File: src/rtl/les_sched.sv
// rtl/les_sched.sv - two-requester round-robin scheduler in front of a shared cipher core
// Optional WAIT-state timeout: define LES_SCHED_TIMEOUT_EN (limit set by TIMEOUT_CYCLES).
module les_sched #(
    parameter int TIMEOUT_CYCLES = 16
) (
    input  logic        clk,
    input  logic        clr,
    input  logic        req0,
    input  logic        req1,
    input  logic [31:0] data0,
    input  logic [31:0] data1,
    output logic        ack0,
    output logic        ack1,
    output logic        rsp_valid,
    input  logic        rsp_ready,
    output logic        rsp_id,
    output logic [31:0] rsp_data,
    output logic        rsp_err,
    output logic        core_start,
    output logic [31:0] core_plaintext,
    input  logic        core_busy,
    input  logic [31:0] core_cipher,
    output logic        core_clr
);

    typedef enum logic [1:0] {S_IDLE, S_ISSUE, S_WAIT, S_RESP} state_t;

    state_t      state_q, state_d;
    logic        last_grant_q, last_grant_d;
    logic        id_q, id_d;
    logic [31:0] data_q, data_d;
    logic [31:0] rsp_data_q, rsp_data_d;
    logic        grant0, grant1;

`ifdef LES_SCHED_TIMEOUT_EN
    localparam int CNT_W = $clog2(TIMEOUT_CYCLES + 1);
    logic [CNT_W-1:0] cnt_q, cnt_d;
    logic             rsp_err_q, rsp_err_d;
    logic             tclr_q, tclr_d;
`endif

    always_comb begin
        state_d      = state_q;
        last_grant_d = last_grant_q;
        id_d         = id_q;
        data_d       = data_q;
        rsp_data_d   = rsp_data_q;
        grant0       = 1'b0;
        grant1       = 1'b0;
`ifdef LES_SCHED_TIMEOUT_EN
        cnt_d        = cnt_q;
        rsp_err_d    = rsp_err_q;
        tclr_d       = 1'b0;
`endif
        case (state_q)
            S_IDLE: begin
                // Under contention requester 0 wins only if requester 1 had the last grant.
                if (req0 && (!req1 || last_grant_q)) begin
                    grant0 = 1'b1;
                end else if (req1) begin
                    grant1 = 1'b1;
                end
                if (grant0 || grant1) begin
                    id_d         = grant1;
                    last_grant_d = grant1;
                    data_d       = grant1 ? data1 : data0;
                    state_d      = S_ISSUE;
                end
            end
            S_ISSUE: begin
                state_d = S_WAIT;
`ifdef LES_SCHED_TIMEOUT_EN
                cnt_d   = '0;
`endif
            end
            S_WAIT: begin
                if (!core_busy) begin
                    rsp_data_d = core_cipher;
`ifdef LES_SCHED_TIMEOUT_EN
                    rsp_err_d  = 1'b0;
`endif
                    state_d    = S_RESP;
                end
`ifdef LES_SCHED_TIMEOUT_EN
                else if (cnt_q == CNT_W'(TIMEOUT_CYCLES - 1)) begin
                    rsp_data_d = '0;
                    rsp_err_d  = 1'b1;
                    tclr_d     = 1'b1;
                    state_d    = S_RESP;
                end else begin
                    cnt_d = cnt_q + CNT_W'(1);
                end
`endif
            end
            S_RESP: begin
                if (rsp_ready) begin
                    state_d = S_IDLE;
                end
            end
            default: state_d = S_IDLE;
        endcase
    end

    always_ff @(posedge clk or posedge clr) begin
        if (clr) begin
            state_q      <= S_IDLE;
            last_grant_q <= 1'b1;
            id_q         <= 1'b0;
            data_q       <= '0;
            rsp_data_q   <= '0;
        end else begin
            state_q      <= state_d;
            last_grant_q <= last_grant_d;
            id_q         <= id_d;
            data_q       <= data_d;
            rsp_data_q   <= rsp_data_d;
        end
    end

`ifdef LES_SCHED_TIMEOUT_EN
    always_ff @(posedge clk or posedge clr) begin
        if (clr) begin
            cnt_q     <= '0;
            rsp_err_q <= 1'b0;
            tclr_q    <= 1'b0;
        end else begin
            cnt_q     <= cnt_d;
            rsp_err_q <= rsp_err_d;
            tclr_q    <= tclr_d;
        end
    end

    assign rsp_err  = rsp_err_q;
    assign core_clr = clr | tclr_q;
`else
    assign rsp_err  = 1'b0;
    assign core_clr = clr;
`endif

    // Acks are combinational from the IDLE grant; reset must silence them immediately.
    assign ack0           = grant0 & ~clr;
    assign ack1           = grant1 & ~clr;
    assign core_start     = (state_q == S_ISSUE);
    assign rsp_valid      = (state_q == S_RESP);
    assign rsp_id         = id_q;
    assign rsp_data       = rsp_data_q;
    assign core_plaintext = data_q;

endmodule
File: config.mk
export PLATFORM = sky130hd
export DESIGN_NAME = les_sched
export DESIGN_NICKNAME = d
export VERILOG_FILES = /design/src/rtl/les_sched.sv
export SDC_FILE = /design/constraint.sdc
export NUM_CORES = 1
export LEC_CHECK = 0
export ABC_AREA = 1
export CORE_ASPECT_RATIO = 1.25
export CORE_MARGIN = 3
export CORE_UTILIZATION = 43
export DETAILED_ROUTE_END_ITERATION = 7
export GPL_TIMING_DRIVEN = 0
export PLACE_DENSITY_LB_ADDON = 0.08
export SETUP_SLACK_MARGIN = 0.3
export SLEW_MARGIN = 15
export SYNTH_ARGS = -nofsm -noshare
export SYNTH_HDL_FRONTEND = slang
export SYNTH_SLANG_ARGS = --single-unit
File: constraint.sdc
create_clock -name clk -period 11.2 [get_ports clk]
set_input_delay 3.36 -clock clk [delete_from_list [all_inputs] [get_ports clk]]
set_output_delay 3.36 -clock clk [all_outputs]
set_load 0.01 [all_outputs]
### Word-level counts from Yosys, hierarchy flattened

Cells that the tools add are included.
W data, S select, Z words.

* reductions and logical operators: 8
* mux-type cells: 12
* equality and inequality tests: 6
* bitwise operators: 4

Operators with widths (count)
* $mux W32: 1
* $pmux W2 S4: 1
* $mux W1: 7
* $mux W2: 3
* $eq A2 B2 Y1 const B: 2
* $ne A2 B2 Y1 const B: 2
* $reduce_and A2 Y1: 2
* $reduce_and A3 Y1: 1
* $and A1 B1 Y1: 2
* $eq A2 B1 Y1 const B: 1
* $logic_not A2 Y1: 1
* $logic_or A1 B1 Y1: 2
* $ne A2 B1 Y1 const B: 1
* $not A1 Y1: 2
* $logic_and A1 B1 Y1: 1
* $logic_not A1 Y1: 1

* output and inout port bits: 71
* word-level logic and storage cells: 35
* input port bits: 102
* register bits: 68

### Longest topological paths before layout

* word-level depth: 8
* depth in mapped cells: 8
* gate-level depth less buffers: 7

### Worst setup path after synthesis

OpenSTA, ideal clock, no wires.

* path type: input port to output port
* start point: in clr
* end point: out ack1
* stages: 3
* arrival: 5.101 ns
* path slack: 2.739 ns
* path buffers: 0
* required time: 7.840 ns
* cell sequence: inv_1 > nand3_1 > inv_1

* word-level cells in the longest chain between the ends: 2

Ends and longest elaborated chain
* from (decl): RTL line 7 `input logic clr,`
* $not A1 Y1: RTL line 142 `assign ack1 = grant1 & ~clr;`
* $and A1 B1 Y1: RTL line 142
* to (decl): RTL line 13 `output logic ack1,`

Every way passes these cells.

### Worst setup path after layout

* start point: in req1
* end point: out ack1

* word-level cells in the longest chain between the ends: 7
* elaborated cells between the ends (all ways): 8
* those cells by class: 4 x mux; 1 x bitwise; 3 x reduce/logical

Ends and longest elaborated chain
* from (decl): RTL line 9 `input logic req1,`
* $logic_not A1 Y1: RTL line 58 `if (req0 && (!req1 || last_grant_q)) begin`
* $logic_or A1 B1 Y1: RTL line 58
* $logic_and A1 B1 Y1: RTL line 58
* $mux W1 (*): RTL line 58
* $mux W1 (*) (2 in a row): RTL line 55 `case (state_q)`
* $and A1 B1 Y1 (*): RTL line 142

Every way passes the cells marked *; elsewhere a longest branch is shown, timed or not. The select of a mux whose other input is x is not followed.

==> results.json <==
{
  "wl_per_cell_microns": 12.9,
  "hold_ws_ps": 473,
  "syn2layout_area_growth_pct": 62.6,
  "die_w_microns": 85.0,
  "top_usage_layer": "met2",
  "pre_cts_slack_ps": 2670,
  "fin_util_pct": 72.8,
  "p_leak_nw": 2.88,
  "hold_path_depth": 2,
  "ios": 173,
  "synthFlopType": "dfrtp_1",
  "synth_edf_count": 0,
  "avgViaCountPerCell": 4.55,
  "synth_warnings": 0,
  "path_cells": "clkdlybuf4s50_1 > inv_1 > a21oi_2 > buf_4 > nand3_1 > inv_1 > clkdlybuf4s50_1",
  "diodes": 0,
  "crit_type": "in2out",
  "num_vias": 3322,
  "fillers": 619,
  "fp-row-count": 35,
  "ctsResizeCount": 0,
  "reg2regPathDepth": 7,
  "grtUsageMet1_pct": 27.3,
  "coreArea_sq_um": 7490,
  "holdCritPathClass": "reg2reg",
  "drc": 0,
  "cts_buffers": 9,
  "cts_setup_buffers": 0,
  "rsz0062_at_grt": "no",
  "slew_viol_final": 0,
  "nets": 740,
  "fp.dieH_microns": 105,
  "grt_overflow": 0,
  "grt_pass1_vias": 3209,
  "drv_cap": 0,
  "fin_ws_ps": 2690,
  "grt_usage_pct": 21.4,
  "setup_viol_count_final": 0,
  "grt_max_degree": 37,
  "endpoint_kind": "output pin",
  "wirelength_mm": 9.45,
  "cp-start-kind": "input port",
  "synth_cell_types": 19,
  "worstPathRequired_ps": 7840,
  "ys_seq_elements": 68,
  "grt_pass1_wl_mm": 15.6,
  "cts_hold_buf": 0,
  "insertion_delay_ps": 340,
  "drtPass1Iterations": 4,
  "hold_viol": 0,
  "crit_arrival_ps": 5150,
  "clock-sinks": 68,
  "finalSetupTns_ps": 0,
  "max_freq_mhz": 118,
  "cts_root_buffer": "clkbuf_8",
  "drive_gt1_share_pct": 6.43,
  "status": "complete, no violations",
  "fin_crit_sh_pct": 76.0,
  "skew_ps": 12.6,
  "total_power_mw": 1.32,
  "cts_buffer_depth": 2,
  "max-vdd-ir-drop_v": 0.000150,
  "start_util_pct": 44.8,
  "cp_max_fo": 10,
  "drtIter0Drc": 186,
  "use_met2_pct": 36.1,
  "die_area_sq_um": 8900,
  "crit_buf_inv": 5,
  "path_clk_slew_ps": 60,
  "min_period_ps": 8510,
  "max_stage_delay_ps": 530,
  "antenna_left": 0,
  "grt_antenna_before_repair": 0,
  "cts_tree": "built",
  "synthArstFlopShare_pct": 100,
  "crit_family": "buffers and inverters",
  "synth_nets": 557,
  "synthesis.area_sq_um": 3350,
  "crit_cells": 7,
  "port_buffers": 171,
  "synth.avg_cell_area_sq_um": 7.45,
  "synthCells": 450,
  "slowest_stage": "clkdlybuf4s50_1",
  "hpwl_mm": 7.22,
  "grtUsageMet3_pct": 4.65,
  "seq_area_frac_synth_pct": 50.8,
  "power.density_nw_per_um2": 242,
  "gp_congestion": 0.816,
  "cts_htree_levels": 3
}
==> tightest hold or removal path: stages (launching register included) <==
cell	delay [ps]
dfrtp_1	350
nand2_1	50
nand2_1	40
==> layout make-up <==
type | instances | area (sq um) | share of cell area (%)
buffer | 24 | 151 | 2.78
clock buffer | 10 | 138 | 2.53
clock inverter | 6 | 111 | 2.04
inverter | 75 | 284 | 5.21
multi-input combinational | 283 | 1220 | 22.3
sequential | 68 | 1700 | 31.2
tap | 92 | 115 | 2.11
timing repair buffer | 172 | 1730 | 31.8
==> synthesized netlist by cell type (2+ instances only) <==
master | instances | area, sq um
buf_1 | 3 | 11.3
buf_2 | 7 | 35.0
buf_4 | 8 | 60.1
buf_6 | 3 | 33.8
clkbuf_1 | 3 | 11.3
dfrtp_1 | 67 | 1680
ha_1 | 5 | 62.6
inv_1 | 73 | 274
inv_2 | 2 | 7.51
nand2_1 | 202 | 758
nand3_1 | 67 | 335
o21ai_0 | 3 | 15.0
==> path summary, 6_finish.rpt <==
kind / startpoint / slack (ps) / end
worst max-delay path: req1 / 2690 / ack1
min in group asynchronous: clr / 3470 / state_q[1]
worst max register to register: state_q[0] / 9580 / rsp_data[17]
worst min register to register: rsp_data[0] / 470 / rsp_data[0]
worst min-delay path: rsp_data[0] / 470 / rsp_data[0]
max in group asynchronous: clr / 7200 / rsp_data[9]
==> stage by stage <==
| step | instance area, sq um | std cells |
|---|---|---|
| floorplan | 3350 | 450 |
| global placement | 5180 | 713 |
| detailed placement | 5200 | 714 |
| CTS | 5450 | 730 |
| global route | 5450 | 730 |
| finish | 5450 | 730 |
==> logic make-up (layout without fill, tap and decap cells) <==
| group | after synthesis | in the layout | share of synthesized area (%) |
|---|---|---|---|
| DFF | 68 | 68 | 50.8 |
| other | 1 | 1 | 0.112 |
| AOI/OAI and AO/OA | 6 | 6 | 1.42 |
| and+or+nand+nor | 271 | 271 | 32.9 |
| adders and majority gates | 5 | 5 | 1.87 |
| buffers and inverters | 99 | 287 | 12.9 |
==> flip-flops by register name, summed over array words and instances, names as in the netlist <==
| signal | cells |
|---|---|
| state_q | 2 |
| last_grant_q | 1 |
| core_plaintext | 32 |
| rsp_id | 1 |
| rsp_data | 32 |
==> report_power, final <==
group	internal, mW	leakage, nW	switching [mW]
logic	0.333	1.92	0.311
registers	0.367	0.837	0.0642
clock network	0.154	0.122	0.0926
total	0.853	2.88	0.467
==> metal layers <==
| metal | vias to the layer above | share of wire, % |
|---|---|---|
| met3 | 13 | 8.2 |
| met4 | 0 | 1.5 |
| li1 | 1701 | - |
| met1 | 1488 | 41 |
| met2 | 120 | 49 |
| met5 | - | 0 |
==> placed cells by master (no fill, tap or decap), drive strengths merged, types with 2 or more instances in the layout <==
| master | count |
|---|---|
| nand2 | 202 |
| clkdlybuf4s50 | 171 |
| inv | 75 |
| nand3 | 67 |
| dfrtp | 67 |
| buf | 22 |
| clkbuf | 13 |
| ha | 5 |
| o21ai | 3 |
| bufinv | 3 |
| a21oi | 2 |
| clkinv | 2 |
Note: power is estimated with default switching activity, not from simulation.
